## src/rtl/usb_link_sequencer.sv

```systemverilog
// usb_link_sequencer: USB link-layer transaction sequencer.
// Runs one token -> data -> handshake transaction for either bus role.
// It drives the receive/transmit enables and the bus output enable.
// It times out missing responses, retries timed-out master transactions a bounded
// number of times, and reports a per-transaction status.
// Optional build macro: USB_SETUP_TOKEN_EN. When it is defined, SETUP (1101)
// starts an OUT-type transaction.
module usb_link_sequencer #(
  parameter int TIMER_W   = 16,
  parameter int DELAY_W   = 6,
  parameter int MAX_RETRY = 3,
  parameter int RETRY_W   = 2
) (
  input  logic               clk,
  input  logic               rst,
  input  logic               ms,
  input  logic               rx_pid_en,
  input  logic [3:0]         rx_pid,
  input  logic               rx_sop_en,
  input  logic               rx_lt_eop_en,
  input  logic               tx_con_pid_en,
  input  logic [3:0]         tx_con_pid,
  input  logic               tx_lp_eop_en,
  input  logic [TIMER_W-1:0] time_threshold,
  input  logic [DELAY_W-1:0] delay_threshold,
  input  logic               time_out_clr,
  output logic               rx_data_on,
  output logic               rx_handshake_on,
  output logic               tx_data_on,
  output logic               d_oe,
  output logic               time_out,
  output logic               retry_req,
  output logic               xfer_done,
  output logic [1:0]         xfer_status,
  output logic [RETRY_W-1:0] retry_cnt
);

  typedef enum logic [2:0] {
    S_IDLE     = 3'd0,
    S_TX_TOKEN = 3'd1,
    S_TX_DATA  = 3'd2,
    S_RX_DATA  = 3'd3,
    S_TX_HS    = 3'd4,
    S_RX_HS    = 3'd5,
    S_TURN     = 3'd6
  } state_t;

  localparam logic [3:0] PID_OUT   = 4'b0001;
  localparam logic [3:0] PID_IN    = 4'b1001;
  localparam logic [3:0] PID_ACK   = 4'b0010;
  localparam logic [3:0] PID_NAK   = 4'b1010;
  localparam logic [3:0] PID_STALL = 4'b1110;
`ifdef USB_SETUP_TOKEN_EN
  localparam logic [3:0] PID_SETUP = 4'b1101;
`endif

  localparam logic [1:0] ST_ACK     = 2'd0;
  localparam logic [1:0] ST_NAK     = 2'd1;
  localparam logic [1:0] ST_STALL   = 2'd2;
  localparam logic [1:0] ST_TIMEOUT = 2'd3;

  localparam logic [RETRY_W-1:0] RETRY_LIMIT = RETRY_W'(MAX_RETRY);

  // OUT-type token decode; SETUP joins OUT when the optional feature is built in.
  function automatic logic is_out_type(input logic [3:0] pid);
`ifdef USB_SETUP_TOKEN_EN
    return (pid == PID_OUT) || (pid == PID_SETUP);
`else
    return (pid == PID_OUT);
`endif
  endfunction

  state_t               state_r, state_s;
  state_t               turn_next_r, turn_next_s;
  logic                 ms_r, ms_s;
  logic                 dir_in_r, dir_in_s;
  logic [DELAY_W-1:0]   turn_cnt_r;
  logic [TIMER_W-1:0]   timer_r;
  logic                 sop_seen_r;
  logic                 timeout_s;
  logic                 done_s;
  logic [1:0]           status_s;
  logic                 retry_s;
  logic                 set_to_s;
  logic                 d_oe_s;

  // State, latched role/direction and the TURN successor.
  always_ff @(posedge clk or posedge rst) begin
    if (rst) begin
      state_r     <= S_IDLE;
      turn_next_r <= S_IDLE;
      ms_r        <= 1'b0;
      dir_in_r    <= 1'b0;
    end else begin
      state_r     <= state_s;
      turn_next_r <= turn_next_s;
      ms_r        <= ms_s;
      dir_in_r    <= dir_in_s;
    end
  end

  // Response timeout decode. A response seen on the threshold cycle counts as arrived.
  always_comb begin
    timeout_s = 1'b0;
    if (state_r == S_RX_DATA) begin
      timeout_s = !sop_seen_r && !rx_sop_en && !rx_lt_eop_en && (timer_r == time_threshold);
    end else if (state_r == S_RX_HS) begin
      timeout_s = (timer_r == time_threshold);
    end else begin
      timeout_s = 1'b0;
    end
  end

  // Next-state and per-transaction event decode.
  always_comb begin
    state_s     = state_r;
    turn_next_s = turn_next_r;
    ms_s        = ms_r;
    dir_in_s    = dir_in_r;
    done_s      = 1'b0;
    status_s    = ST_ACK;
    retry_s     = 1'b0;
    set_to_s    = 1'b0;
    case (state_r)
      S_IDLE: begin
        if (ms) begin
          if (tx_con_pid_en && is_out_type(tx_con_pid)) begin
            state_s  = S_TX_TOKEN;
            ms_s     = 1'b1;
            dir_in_s = 1'b0;
          end else if (tx_con_pid_en && (tx_con_pid == PID_IN)) begin
            state_s  = S_TX_TOKEN;
            ms_s     = 1'b1;
            dir_in_s = 1'b1;
          end else begin
            state_s = S_IDLE;
          end
        end else begin
          if (rx_pid_en && is_out_type(rx_pid)) begin
            state_s  = S_RX_DATA;
            ms_s     = 1'b0;
            dir_in_s = 1'b0;
          end else if (rx_pid_en && (rx_pid == PID_IN)) begin
            state_s  = S_TX_DATA;
            ms_s     = 1'b0;
            dir_in_s = 1'b1;
          end else begin
            state_s = S_IDLE;
          end
        end
      end
      S_TX_TOKEN: begin
        if (tx_lp_eop_en) begin
          if (dir_in_r) begin
            state_s     = S_TURN;
            turn_next_s = S_RX_DATA;
          end else begin
            state_s = S_TX_DATA;
          end
        end else begin
          state_s = S_TX_TOKEN;
        end
      end
      S_TX_DATA: begin
        if (tx_lp_eop_en) begin
          state_s     = S_TURN;
          turn_next_s = S_RX_HS;
        end else begin
          state_s = S_TX_DATA;
        end
      end
      S_TURN: begin
        if (turn_cnt_r == delay_threshold) begin
          state_s = turn_next_r;
          if (turn_next_r == S_IDLE) begin
            done_s   = 1'b1;
            status_s = ST_ACK;
          end else begin
            done_s = 1'b0;
          end
        end else begin
          state_s = S_TURN;
        end
      end
      S_RX_DATA: begin
        if (rx_lt_eop_en) begin
          state_s = S_TX_HS;
        end else if (timeout_s) begin
          state_s = S_IDLE;
          if (ms_r && (retry_cnt < RETRY_LIMIT)) begin
            retry_s = 1'b1;
          end else begin
            done_s   = 1'b1;
            status_s = ST_TIMEOUT;
            set_to_s = 1'b1;
          end
        end else begin
          state_s = S_RX_DATA;
        end
      end
      S_TX_HS: begin
        if (tx_lp_eop_en) begin
          if (ms_r) begin
            state_s  = S_IDLE;
            done_s   = 1'b1;
            status_s = ST_ACK;
          end else begin
            state_s     = S_TURN;
            turn_next_s = S_IDLE;
          end
        end else begin
          state_s = S_TX_HS;
        end
      end
      S_RX_HS: begin
        if (rx_pid_en && (rx_pid == PID_ACK)) begin
          state_s  = S_IDLE;
          done_s   = 1'b1;
          status_s = ST_ACK;
        end else if (rx_pid_en && (rx_pid == PID_NAK)) begin
          state_s  = S_IDLE;
          done_s   = 1'b1;
          status_s = ST_NAK;
        end else if (rx_pid_en && (rx_pid == PID_STALL)) begin
          state_s  = S_IDLE;
          done_s   = 1'b1;
          status_s = ST_STALL;
        end else if (timeout_s) begin
          state_s = S_IDLE;
          if (ms_r && (retry_cnt < RETRY_LIMIT)) begin
            retry_s = 1'b1;
          end else begin
            done_s   = 1'b1;
            status_s = ST_TIMEOUT;
            set_to_s = 1'b1;
          end
        end else begin
          state_s = S_RX_HS;
        end
      end
      default: begin
        state_s = S_IDLE;
      end
    endcase
  end

  // Bus output enable for the state being entered. In IDLE it follows the role input.
  always_comb begin
    d_oe_s = 1'b1;
    case (state_s)
      S_IDLE:                                  d_oe_s = ms;
      S_TX_TOKEN, S_TX_DATA, S_TX_HS, S_TURN:  d_oe_s = 1'b1;
      S_RX_DATA, S_RX_HS:                      d_oe_s = 1'b0;
      default:                                 d_oe_s = 1'b1;
    endcase
  end

  // Turnaround counter: cleared on entry to TURN, counts while in TURN.
  always_ff @(posedge clk or posedge rst) begin
    if (rst) begin
      turn_cnt_r <= '0;
    end else if ((state_s == S_TURN) && (state_r != S_TURN)) begin
      turn_cnt_r <= '0;
    end else if (state_r == S_TURN) begin
      turn_cnt_r <= turn_cnt_r + DELAY_W'(1);
    end else begin
      turn_cnt_r <= turn_cnt_r;
    end
  end

  // Response timer: cleared on entry to a receive state. It freezes after start-of-packet in RX_DATA.
  always_ff @(posedge clk or posedge rst) begin
    if (rst) begin
      timer_r    <= '0;
      sop_seen_r <= 1'b0;
    end else if (((state_s == S_RX_DATA) || (state_s == S_RX_HS)) && (state_s != state_r)) begin
      timer_r    <= '0;
      sop_seen_r <= 1'b0;
    end else if (state_r == S_RX_DATA) begin
      if (!sop_seen_r && !rx_sop_en) begin
        timer_r <= timer_r + TIMER_W'(1);
      end else begin
        timer_r <= timer_r;
      end
      sop_seen_r <= sop_seen_r | rx_sop_en;
    end else if (state_r == S_RX_HS) begin
      timer_r <= timer_r + TIMER_W'(1);
    end else begin
      timer_r <= timer_r;
    end
  end

  // Registered enables and per-transaction event outputs.
  always_ff @(posedge clk or posedge rst) begin
    if (rst) begin
      rx_data_on      <= 1'b0;
      rx_handshake_on <= 1'b0;
      tx_data_on      <= 1'b0;
      d_oe            <= 1'b1;
      retry_req       <= 1'b0;
      xfer_done       <= 1'b0;
      xfer_status     <= 2'd0;
    end else begin
      rx_data_on      <= (state_s == S_RX_DATA);
      rx_handshake_on <= (state_s == S_RX_HS);
      tx_data_on      <= (state_s == S_TX_DATA);
      d_oe            <= d_oe_s;
      retry_req       <= retry_s;
      xfer_done       <= done_s;
      xfer_status     <= done_s ? status_s : 2'd0;
    end
  end

  // Retry count carries across reissued tokens. It clears when the transaction finishes.
  always_ff @(posedge clk or posedge rst) begin
    if (rst) begin
      retry_cnt <= '0;
    end else if (done_s) begin
      retry_cnt <= '0;
    end else if (retry_s) begin
      retry_cnt <= retry_cnt + RETRY_W'(1);
    end else begin
      retry_cnt <= retry_cnt;
    end
  end

  // Sticky timeout flag. A new timeout wins over a simultaneous clear.
  always_ff @(posedge clk or posedge rst) begin
    if (rst) begin
      time_out <= 1'b0;
    end else if (set_to_s) begin
      time_out <= 1'b1;
    end else if (time_out_clr) begin
      time_out <= 1'b0;
    end else begin
      time_out <= time_out;
    end
  end

endmodule

```

## config.mk

```make
export PLATFORM = sky130hd
export DESIGN_NAME = usb_link_sequencer
export DESIGN_NICKNAME = d
export VERILOG_FILES = /design/src/rtl/usb_link_sequencer.sv
export SDC_FILE = /design/constraint.sdc
export NUM_CORES = 1
export LEC_CHECK = 0
export ABC_AREA = 1
export BUFFER_PORTS_ARGS = -buffer_cell sky130_fd_sc_hd__clkbuf_2
export CORE_UTILIZATION = 57
export DETAILED_ROUTE_END_ITERATION = 10
export PLACE_DENSITY_LB_ADDON = 0.15
export SLEW_MARGIN = 20
export SYNTH_ARGS = -nofsm -noshare
export SYNTH_HDL_FRONTEND = slang
export SYNTH_SLANG_ARGS = --single-unit
export TNS_END_PERCENT = 100
```

## constraint.sdc

```tcl
create_clock -name clk -period 3.7 [get_ports clk]
set_input_delay 0.185 -clock clk [delete_from_list [all_inputs] [get_ports clk]]
set_output_delay 0.185 -clock clk [all_outputs]
set_load 0.02 [all_outputs]
```

==> flow_summary.json, run 1 <==
{
  "status": "complete, no violations",
  "routed_via_density": 4.945,
  "slew_viol_final": 0,
  "synthXorXnorAreaFrac_pct": 4.917,
  "n_antenna_cell": 0,
  "maxCapViolCount": 0,
  "core_area_mm2": 0.004755,
  "clock_path_buffers": 2,
  "fin_area_mm2": 0.003284,
  "max_freq_mhz": 465.2,
  "rsz0062_at_grt": "false",
  "place.port_buffers": 49,
  "clkPwrFrac_pct": 19.5,
  "ys_ff_latch": 42,
  "start_util_pct": 59.95,
  "crit_path_end_kind": "flip-flop",
  "p_seq_share_pct": 36.4,
  "fin_nets": 520,
  "cts.clk_slew.worst_paths_ns": 0.08,
  "synth_top_family_by_area": "simple AND/OR/NAND/NOR gates",
  "gr-total-overflow": 0,
  "leakage_nw": 1.826,
  "yosys-mux-area-fraction_pct": 0,
  "die_y_um": 72.72,
  "p_sw_w": 0.0008055,
  "path_max_fanout": 18,
  "synth_fp_nets": 465,
  "drive_above_1_share_pct": 19.42,
  "synth_area_per_cell_um2": 6.738,
  "drcViolationCount": 0,
  "row_count": 25,
  "track_usage_pct": 26.08,
  "antenna_found_initial": 0,
  "cts_tree": "yes",
  "start_kind": "flip-flop",
  "post_drt_wl_per_cell_um": 11.33,
  "dieArea_mm2": 0.005287,
  "die_width_um": 72.72,
  "placed_cells": 538,
  "numCtsBuffers": 5,
  "synth-compound-area-share_pct": 5.092,
  "num_vias": 2700,
  "fin_skew_ns": 0.007737,
  "fin_crit_ns": 2.149,
  "hold_class": "input pin to async pin",
  "wirelength_mm": 6.185,
  "insertion_delay_ns": 0.29,
  "cts_setup_buffers": 0,
  "criticalPathCategory": "flip-flop to flip-flop",
  "netSwitchingFraction_pct": 43.70,
  "syn_area_mm2": 0.002850,
  "grt_max_degree": 23,
  "tightest_slew_ns": 0.7743,
  "dp_hpwl_mm": 4.895,
  "yosysWarningCount": 0,
  "drtPass1Iterations": 4,
  "tns_ns": 0,
  "synth_seq_area_share_pct": 36.92,
  "gp_congestion": 0.9476,
  "critPathRequiredTime_ns": 3.88,
  "synth_cell_types": 31,
  "grt_pass1_wl_mm": 10.63,
  "syn_inst": 423,
  "postRouteAntennaNets": 0,
  "peakVddDrop_mv": 0.2447,
  "io_pins": 50,
  "final_cells": 546,
  "combPwrFrac_pct": 44.1,
  "htreeDepth": 2,
  "root_buffer": "clkbuf_8",
  "hold_viol_final": 0,
  "whs_ns": 0.0009526,
  "area_delta_synth_final_pct": 15.23,
  "cts_num_sinks": 42,
  "period_share_pct": 58.09,
  "grt_pass1_vias": 2550,
  "cp.arrival_ns": 2.33,
  "post_dp_cell_area_mm2": 0.003176,
  "p_int_w": 0.001038,
  "drtIter0Drc": 141,
  "cts_hold_buffers": 0,
  "ctsResizeCount": 0,
  "setup_viol": 0,
  "synth_simple_gate_area_share_pct": 41.00,
  "relSlewSlack_pct": 48.32,
  "synth_adder_area_share_pct": 1.317,
  "final_util_pct": 69.08,
  "powerDensity_mw_per_mm2": 561.2
}
-- critical path, stage by stage (launching register included) --
cell,delay [ns]
dfrtp_1,0.46
inv_1,0.11
nand2_1,0.07
nand2_1,0.05
nor2_1,0.12
nand2_1,0.07
nor2_2,0.15
nand3_2,0.16
nand2_2,0.13
nand2_4,0.08
inv_2,0.07
nand3_2,0.08
nand2_2,0.10
nand2_4,0.14
inv_2,0.19
nor2_1,0.06
-- power groups by stage --
stage               registers, W  clock network, W  logic (W)
global route            0.000685          0.000385   0.000933
global placement        0.000677                 0   0.000804
detailed placement      0.000680                 0   0.000813
CTS                     0.000670          0.000371   0.000819
floorplan               0.000679                 0   0.000627
finish                  0.000671          0.000359   0.000814
-- cell type report --
class	instances	area, um^2
clock buffers	5	68.82
clock inverters	3	40.04
fillers	449	1470
inverters	76	287.8
multi-input cells	302	1491
flip-flops and latches	42	1052
well taps	67	83.83
repair buffers	51	260.3
-- worst paths after layout --
path                                   startpoint                        end  slack [ns]  cells past startpoint
min in group clk                     time_out_clr       time_out$_DFFE_PP0P_        0.07                      2
hold / removal                                rst  rx_handshake_on$_DFF_PP0_       0.001                      2
hold reg to reg              dir_in_r$_DFFE_PP0P_       dir_in_r$_DFFE_PP0P_        0.51                      1
setup / recovery           timer_r[0]$_DFFE_PP0P_     timer_r[8]$_DFFE_PP0P_        1.55                     15
max in group asynchronous                     rst     timer_r[5]$_DFFE_PP0P_        2.89                      3
setup reg to reg           timer_r[0]$_DFFE_PP0P_     timer_r[8]$_DFFE_PP0P_        1.55                     15
-- state kept, by name (all words and copies together), names as in the netlist --
name,count
timer_r,16
turn_next_r,3
d_oe,1
xfer_status,2
retry_req,1
tx_data_on,1
xfer_done,1
dir_in_r,1
turn_cnt_r,6
rx_data_on,1
state_r,3
ms_r,1
rx_handshake_on,1
sop_seen_r,1
retry_cnt,2
time_out,1
-- per-stage QoR --
step	setup slack (ns)	total power [W]
after floorplan	1.859	0.001305
after global placement	1.551	0.001480
after detailed placement	1.527	0.001493
after CTS	1.508	0.001860
after global routing	1.273	0.002004
final	1.551	0.001843
-- cell usage in the layout (no fill, tap or decap), types with 2 or more instances in the layout --
cell type,n
clkbuf_2,49
a21oi_1,6
nand4_1,8
clkbuf_8,5
clkinv_2,2
nor3_1,10
nor2_2,3
nand2_2,4
nand3_2,5
inv_2,11
buf_4,2
o21ai_0,14
nor4_1,5
nor2_4,3
dfrtp_1,41
nand2_1,123
xor2_1,15
nand2_4,4
ha_1,3
o21a_1,2
nand3_1,40
nor2_1,50
inv_1,63
-- kinds of logic after synthesis --
family | Yosys count
and+or+nand+nor | 257
buffers and inverters | 79
DFF | 42
AOI/OAI and AO/OA | 26
xor gates and xnor gates | 16
adders and majority gates | 3
-- cells in the mapped netlist, drive strengths merged --
cell type	count	area (um^2)
a21oi	7	38.79
buf	1	11.26
clkbuf	2	7.510
clkinv	1	3.750
dfrtp	41	1026
dfstp	1	26.28
ha	3	37.54
inv	75	284.0
nand2	131	531.8
nand3	45	250.2
nand3b	1	7.510
nand4	8	50.05
nor2	56	240.2
nor3	10	50.05
nor3b	1	7.510
nor4	5	31.28
o21a	2	15.01
o21ai	16	83.83
o31ai	1	7.510
xnor2	1	8.760
xor2	15	131.4
-- per-layer routing --
layer / up-vias / share of wire (%) / GRT usage, %
met2: 60 / 52 / 47.98
li1: 1430 / - / -
met4: 0 / 1.9 / 10.24
met3: 11 / 3.4 / 4.558
met5: - / 0 / 0
met1: 1199 / 43 / 29.94
No activity file was read; power rests on OpenSTA's default activity.
==> run 2: changes to the inputs <==
- CORE_UTILIZATION: 57 -> 51
- clock period: 3.7 -> 1.8 ns (I/O delays scaled with it)
==> flow_summary.json, run 2 (same netlist as run 1, synthesis figures left out) <==
{
  "crit_slowest_cell": "dfrtp_2",
  "regArea_mm2": 0.001056,
  "dp_hpwl_mm": 5.321,
  "post_drt_wl_per_cell_um": 16.84,
  "clock_path_buffers": 2,
  "period_share_pct": 122.9,
  "multi_input_area_mm2": 0.001867,
  "grt_max_degree": 43,
  "routed_via_density": 5.727,
  "layout_commonest_cell": "nand2_1",
  "max_freq_mhz": 452.2,
  "gp_congestion": 0.8935,
  "gr-total-overflow": 0,
  "crit_path_end_kind": "flip-flop",
  "hold_viol_final": 0,
  "cp_cell_sequence": "inv_4 -> nand3_4 -> inv_1 -> buf_4 -> a21oi_1 -> nor2_1 -> nand3_1 -> nor4_2 -> xor2_1 -> nor2_2",
  "path_max_fanout": 6,
  "cp_slowest_stage_delay_ns": 0.46,
  "fin_skew_ns": 0.006563,
  "violations": "setup timing",
  "grt_pass1_vias": 3332,
  "largest_reg_flops": 16,
  "holdPathEnd": "sop_seen_r$_DFFE_PP0P_",
  "wirelength_mm": 11.11,
  "place.port_buffers": 49,
  "postRouteAntennaNets": 0,
  "cp.arrival_ns": 2.40,
  "core_area_mm2": 0.005238,
  "criticalPathCategory": "flip-flop to flip-flop",
  "pre_cts_ws_ns": -0.2798,
  "powerDensity_mw_per_mm2": 1385,
  "drtPass1Iterations": 6,
  "cts_num_sinks": 42,
  "cp_top_family": "simple AND/OR/NAND/NOR gates",
  "htreeDepth": 2,
  "start_util_pct": 54.42,
  "tns_ns": -11.25,
  "die_y_um": 76.76,
  "top_regs": "timer_r (16), turn_cnt_r (6)",
  "io_pins": 50,
  "n_antenna_cell": 0,
  "fin_crit_ns": 2.211,
  "setup.worst_path.start": "state_r[2]$_DFF_PP0_",
  "num_vias": 3780,
  "cts.clk_slew.worst_paths_ns": 0.09,
  "insertion_delay_ns": 0.31,
  "placed_cells": 609,
  "r2r_setup_slack_ns": -0.41,
  "mostFrequentLayoutCells": "nand2_1 (109), buf_4 (99), inv_1 (58)",
  "cp.depth": 10,
  "final_cells": 660,
  "area_delta_synth_final_pct": 59.04,
  "relSlewSlack_pct": 63.86,
  "status": "complete, but fails checks",
  "finalPower_w": 0.006280,
  "leakage_nw": 2.401,
  "min_from": "rx_sop_en",
  "fill_cells": 275,
  "row_count": 26,
  "peakVddDrop_mv": 0.8311,
  "drcViolationCount": 0,
  "start_kind": "flip-flop",
  "hold_depth": 3,
  "die_width_um": 76.76,
  "root_buffer": "clkbuf_8",
  "slew_viol_final": 0,
  "hold_class": "input pin to flip-flop",
  "track_usage_pct": 31.57,
  "antenna_found_initial": 0,
  "setup_viol": 37,
  "drive_above_1_share_pct": 45.08,
  "numCtsBuffers": 5,
  "cp_num_buf_inv": 3,
  "r2r_cells": 10,
  "dieArea_mm2": 0.005891,
  "grt_pass1_wl_mm": 14.69,
  "reg2reg_to": "timer_r[14]$_DFFE_PP0P_",
  "tightest_slew_ns": 0.5371,
  "maxCapViolCount": 0,
  "cts_tree": "yes",
  "fin_nets": 631,
  "top_register": "timer_r",
  "reg2reg_from": "state_r[2]$_DFF_PP0_",
  "critPathRequiredTime_ns": 1.99,
  "rsz0062_at_grt": "true",
  "drtIter0Drc": 471,
  "fin_ws_ns": -0.4114
}
-- run 2: cell count changes in the layout (fill, tap and decap cells not counted), sizes merged --
| cell | delta |
|---|---|
| clkinv | -2 |
| nand2 | +3 |
| clkinvlp | +1 |
| clkbuf | +1 |
| buf | +106 |
| dlygate4sd3 | +2 |
-- run 2: how the worst max path moves through the flow --
| stage | to | slack (ns) |
|---|---|---|
| after detailed placement | timer_r[8]$_DFFE_PP0P_ | -0.28 |
| final | timer_r[14]$_DFFE_PP0P_ | -0.41 |
| after floorplan | timer_r[11]$_DFFE_PP0P_ | -0.004 |
| after global placement | timer_r[8]$_DFFE_PP0P_ | -0.19 |
| after CTS | timer_r[0]$_DFFE_PP0P_ | -0.15 |
| after global routing | timer_r[11]$_DFFE_PP0P_ | -0.46 |
-- run 2: timing repair --
action / in CTS / in global routing
buffers inserted: 25 / 19
endpoints found under the hold margin: 42 / 0
setup endpoints to repair: 26 / 36
pin swaps: 24 / 35
gates cloned: 2 / 1
resized for setup: 49 / 61
hold buffers: 2 / 0
-- run 2: through the flow --
| stage | util [%] | hold WS (ns) | area [um^2] |
|---|---|---|---|
| floorplan | - | 0.1864 | 2858 |
| global placement | 70.59 | 0.2399 | 3697 |
| detailed placement | 70.59 | 0.2393 | 3697 |
| CTS | 80.12 | 0.03628 | 4197 |
| global route | 86.55 | 0.06762 | 4533 |
| finish | 86.55 | 0.05133 | 4533 |
-- run 2: layout make-up --
| type | count | area share, % |
|---|---|---|
| clock buffer | 6 | 1.601 |
| clock inverter | 2 | 0.8280 |
| inverter | 76 | 6.680 |
| multi-input combinational | 305 | 41.18 |
| sequential | 42 | 23.30 |
| tap | 70 | 1.932 |
| timing repair buffer | 159 | 24.48 |
-- run 2: where the power goes --
group | internal [W] | switching (W) | leakage (nW)
Clock | 0.000414 | 0.000360 | 0.0514
Combinational | 0.00172 | 0.00237 | 1.80
Sequential | 0.00119 | 0.000222 | 0.554
-- run 2: per-layer routing --
| layer | global-route usage [%] | share of wire (%) |
|---|---|---|
| met3 | 6.071 | 9.5 |
| met5 | 0 | 0 |
| met4 | 12.88 | 6.5 |
| met2 | 55.18 | 47 |
| met1 | 37.77 | 37 |
-- run 2: tightest hold or removal path: stages --
cell      delay [ns]
clkbuf_2        0.09
nand2_1         0.08
a21oi_2         0.06
